**src/rtl/hazard_ctrl.sv**
```systemverilog
// hazard_ctrl: pipeline-control stage for the 5-stage rv32i core.
// Generates PC/pipeline-register load and flush enables from memory
// handshakes, load-use and branch-mispredict, holds memory responses that
// arrive while the other memory freezes the pipeline, and keeps saturating
// stall/flush counters.
module hazard_ctrl #(
    parameter int unsigned XLEN  = 32,
    parameter int unsigned CNT_W = 32
) (
    input  logic             clk,
    input  logic             rst_n,
    input  logic             load_use,
    input  logic             br_mispredict,
    input  logic             imem_req,
    input  logic             imem_resp,
    input  logic [XLEN-1:0]  imem_rdata,
    input  logic             dmem_req,
    input  logic             dmem_resp,
    input  logic [XLEN-1:0]  dmem_rdata,
    output logic [XLEN-1:0]  if_instr,
    output logic [XLEN-1:0]  mem_rdata,
    output logic             load_pc,
    output logic             load_if_id,
    output logic             load_id_ex,
    output logic             load_ex_mem,
    output logic             load_mem_wb,
    output logic             flush_if_id,
    output logic             flush_id_ex,
    output logic             flush_ex_mem,
    output logic [CNT_W-1:0] stall_mem_cnt,
    output logic [CNT_W-1:0] stall_lu_cnt,
    output logic [CNT_W-1:0] flush_cnt
);

    localparam logic [CNT_W-1:0] CNT_ONE = CNT_W'(1);

    logic             r_imem_done_q;
    logic             r_dmem_done_q;
    logic [XLEN-1:0]  r_ibuf;
    logic [XLEN-1:0]  r_dbuf;
    logic [CNT_W-1:0] r_stall_mem_cnt;
    logic [CNT_W-1:0] r_stall_lu_cnt;
    logic [CNT_W-1:0] r_flush_cnt;

    logic w_i_done;
    logic w_d_done;
    logic w_mem_stall;
    logic w_advance;

    assign w_i_done    = imem_resp | r_imem_done_q;
    assign w_d_done    = dmem_resp | r_dmem_done_q;
    assign w_mem_stall = (imem_req & ~w_i_done) | (dmem_req & ~w_d_done);
    assign w_advance   = ~w_mem_stall;

    assign if_instr      = r_imem_done_q ? r_ibuf : imem_rdata;
    assign mem_rdata     = r_dmem_done_q ? r_dbuf : dmem_rdata;
    assign stall_mem_cnt = r_stall_mem_cnt;
    assign stall_lu_cnt  = r_stall_lu_cnt;
    assign flush_cnt     = r_flush_cnt;

    // Priority: reset > memory stall > load-use bubble > mispredict flush > run
    always_comb begin
        load_pc      = 1'b0;
        load_if_id   = 1'b0;
        load_id_ex   = 1'b0;
        load_ex_mem  = 1'b0;
        load_mem_wb  = 1'b0;
        flush_if_id  = 1'b0;
        flush_id_ex  = 1'b0;
        flush_ex_mem = 1'b0;
        if (rst_n && w_advance) begin
            load_ex_mem = 1'b1;
            load_mem_wb = 1'b1;
            if (load_use) begin
                // EX operands are stale, so a concurrent mispredict is ignored
                flush_ex_mem = 1'b1;
            end else begin
                load_pc     = 1'b1;
                load_if_id  = 1'b1;
                load_id_ex  = 1'b1;
                flush_if_id = br_mispredict;
                flush_id_ex = br_mispredict;
            end
        end
    end

    // Sticky capture of responses that land while the other memory stalls
    always_ff @(posedge clk) begin
        if (!rst_n) begin
            r_imem_done_q <= 1'b0;
            r_dmem_done_q <= 1'b0;
            r_ibuf        <= '0;
            r_dbuf        <= '0;
        end else if (w_advance) begin
            r_imem_done_q <= 1'b0;
            r_dmem_done_q <= 1'b0;
        end else begin
            if (imem_resp && !r_imem_done_q) begin
                r_imem_done_q <= 1'b1;
                r_ibuf        <= imem_rdata;
            end
            if (dmem_resp && !r_dmem_done_q) begin
                r_dmem_done_q <= 1'b1;
                r_dbuf        <= dmem_rdata;
            end
        end
    end

    // Saturating performance counters
    always_ff @(posedge clk) begin
        if (!rst_n) begin
            r_stall_mem_cnt <= '0;
            r_stall_lu_cnt  <= '0;
            r_flush_cnt     <= '0;
        end else begin
            if (w_mem_stall && r_stall_mem_cnt != '1)
                r_stall_mem_cnt <= r_stall_mem_cnt + CNT_ONE;
            if (w_advance && load_use && r_stall_lu_cnt != '1)
                r_stall_lu_cnt <= r_stall_lu_cnt + CNT_ONE;
            if (w_advance && !load_use && br_mispredict && r_flush_cnt != '1)
                r_flush_cnt <= r_flush_cnt + CNT_ONE;
        end
    end

endmodule
```
**config.mk**
```make
export PLATFORM = sky130hd
export DESIGN_NAME = hazard_ctrl
export DESIGN_NICKNAME = d
export VERILOG_FILES = /design/src/rtl/hazard_ctrl.sv
export SDC_FILE = /design/constraint.sdc
export NUM_CORES = 1
export LEC_CHECK = 0
export ABC_AREA = 1
export BUFFER_PORTS_ARGS = -buffer_cell sky130_fd_sc_hd__buf_2
export CAP_MARGIN = 20
export CORE_MARGIN = 2
export CORE_UTILIZATION = 53
export CTS_CLUSTER_SIZE = 8
export DETAILED_ROUTE_END_ITERATION = 6
export PLACE_DENSITY = 0.8
export REMOVE_ABC_BUFFERS = 1
export SYNTH_ARGS = -nofsm -noshare
export SYNTH_HDL_FRONTEND = slang
export SYNTH_SLANG_ARGS = --single-unit
export TNS_END_PERCENT = 5
```
**constraint.sdc**
```tcl
create_clock -name clk -period 2.04 [get_ports clk]
set_clock_uncertainty 0.1 [all_clocks]
set_input_delay 0.102 -clock clk [delete_from_list [all_inputs] [get_ports clk]]
set_output_delay 0.102 -clock clk [all_outputs]
set_load 0.02 [all_outputs]
```
==> reports/qor.csv <==
metric,value,unit
io_pins,240,
cp_top_family,simple AND/OR/NAND/NOR gates,
crit_fanout,16,
antenna_found_initial,0,
initial_core_util,53.9,%
drt-total-wl,27000,um
syn_avg_cell_area,6.24,um^2
grt.busiest_layer,met2,
cts_made_buffers,17,
tightestPinTransition,0.588,ns
slew_headroom,60.8,%
fmax,495,MHz
cpPeakStageDelay,0.38,ns
r2r_start,stall_lu_cnt[1],
cp.arrival,2.27,ns
nNetsFinal,1800,
grt_pass1_vias,9387,
fillerInstances,1391,
crit_chain,ha_1 -> nand2_1 -> nor2_4 -> nand2_2 -> nor2_4 -> nand3_2 -> nand2_2 -> nand2_1 -> a21oi_1,
cp_slowest_cell,dfxtp_1,
clk_latency,0.43,ns
ir_worst_vdd,595,uV
grt_max_degree,139,
use_met2,50.1,%
die_h,134,um
syn2layout_area_growth,30.6,%
worstSetupStartpoint,stall_lu_cnt[1],
path_buf_inv,0,
holdWs,0.148,ns
ys_ff_latch,162,
grt_pass1_wl,43900,um
seq_area_frac_synth,36.4,%
fin_crit,2.02,ns
crit_path_start_kind,flip-flop,
power_density,641,nW/um^2
end_kind,flip-flop,
maxSlewViolCount,0,
hp-start,load_use,
core-area,16500,um^2
dr_total_vias,10345,
drtPass1Iterations,7,
placed_area,10300,um^2
p_leak,5.33,nW
grt_setup_unrepaired,true,
status,completed,
drc,0,
max_cap_violations,0,
synth_cell_types,33,
path_clk_slew,0.07,ns
rows,47,
die_area,17900,um^2
drive_gt1_share,20.4,%
setup_viol,0,
period_share,99.1,%
yosys_warnings,0,
final_util,70.5,%
cts_tree,done,
critPathRequiredTime,2.29,ns
grt.met1_usage,37.0,%
final_area,11600,um^2
via_per_inst,5.28,
criticalPathCategory,reg2reg,
drtIter0Drc,804,
grt.overflow.total,0,
met3_usage,7.04,%
tns,0,ns
wl_per_cell,13.8,um
hold_viol,0,
htreeDepth,4,
cts.path.max_buffers,2,
hold_class,in2reg,
antenna_left,0,
cts_root_buffer,clkbuf_16,
syn_inst,1429,
grt.total_usage,29.9,%
clkSinkCount,162,
routabilityCongestion,0.935,
io_buffer_count,239,
dp_hpwl,17700,um
mappedNetlistArea,8910,um^2
die_x,134,um
## worst paths after layout
kind	to	slack, ns	depth (start not counted)
worst max-delay path	stall_lu_cnt[21]	0.02	9
worst min-delay path	stall_lu_cnt[9]	0.15	5
worst max register to register	stall_lu_cnt[21]	0.02	9
worst min register to register	flush_cnt[1]	0.42	2
## cells in the mapped netlist, drive strengths merged
master    n  area, um^2
xor2     13         114
nand3b    6        45.0
ha        3        37.5
a21oi   143         727
nand4    18         113
buf      34         238
inv     152         571
nor3      7        35.0
clkbuf   31         119
nand3    76         418
nor2    255        1020
clkinv    1        3.75
dfxtp   162        3240
o21ai   138         691
or2       3        18.8
nand2   376        1440
xnor2     5        43.8
a31oi     1        6.26
and2      5        31.3
## worst reg2reg max path, cell delays in order, from the launching register on
cell and delay (ns):
dfxtp_1 0.38, ha_1 0.18, nand2_1 0.11, nor2_4 0.12, nand2_2 0.10, nor2_4 0.19
nand3_2 0.15, nand2_2 0.28, nand2_1 0.13, a21oi_1 0.20
## layer usage
layer  wire (um)  share of wire [%]  vias up
met2       12700                 47      450
met5           0                  0        -
met4         817                3.0        0
li1            -                  -     5136
met1       11300                 42     4681
met3        2080                7.7       78
## area by class of cell
cell class	count	area [um^2]	share of cell area (%)
sequential	162	3250	27.9
multi-input combinational	1049	4780	41.0
tap	220	275	2.36
clock buffer	21	470	4.04
clock inverter	10	101	0.870
timing repair buffer	342	2190	18.8
antenna	1	2.50	0.0215
inverter	153	574	4.93
## power breakdown
| group | internal, mW | switching, mW | total (mW) | leakage (nW) |
|---|---|---|---|---|
| logic | 0.371 | 0.614 | 0.984 | 3.74 |
| clock network | 1.78 | 1.34 | 3.12 | 0.272 |
| registers | 3.28 | 0.0708 | 3.35 | 1.32 |
| total | 5.43 | 2.03 | 7.46 | 5.33 |
## registers in the layout (all words and copies together), names as in the netlist
name           count
flush_cnt         32
r_imem_done_q      1
r_dmem_done_q      1
r_ibuf            32
r_dbuf            32
stall_mem_cnt     32
stall_lu_cnt      32
## stage by stage
stage / worst slack [ns] / instances / power [mW]
3_5_place_dp: 0.0341 / 1856 / 4.27
2_1_floorplan: -1.22 / 1364 / 3.90
3_3_place_gp: 0.0816 / 1856 / 4.25
4_1_cts: 0.0500 / 1954 / 7.46
5_1_grt: -0.0581 / 1957 / 7.74
6_report: 0.0188 / 1958 / 7.46
## kinds of logic (layout without fill, tap and decap cells)
group           Yosys count  count (layout)  synth area share [%]
simple gates            746             746                  35.0
compound gates          282             282                  16.0
buf+inv                 218             526                  10.4
flops                   162             162                  36.4
xor+xnor                 18              18                  1.77
fa+ha+maj                 3               3                 0.421
other cells               0               1                     0
## layout by cell type (no fill, tap or decap), types with 4 or more instances in the layout
cell           Yosys  final
inv_1            147    147
xnor2_1            5      5
nand4_1           18     18
nand3_2            5      5
nand2_2           10      8
nor2_1           242    239
nand2_1          366    366
dlygate4sd3_1      0     67
dfxtp_1          162    158
buf_2             13    238
nand3b_1           6      6
nor2_2             8     10
nor2_4             4      5
a21oi_1          140    139
xor2_1            13     13
dfxtp_2            0      4
clkbuf_16          0     17
and2_1             5      5
nor3_1             7      6
o21ai_0          135    135
buf_4              8     31
inv_2              5      5
nand3_1           70     70
## timing repair
item	in CTS	in global routing
hold buffers	67	0
endpoints found under the setup margin	1	58
setup buffers	0	3
hold endpoints to repair	69	0
resized for setup	1	14
pin swaps	0	1
Note: power is estimated with default switching activity, not from simulation.
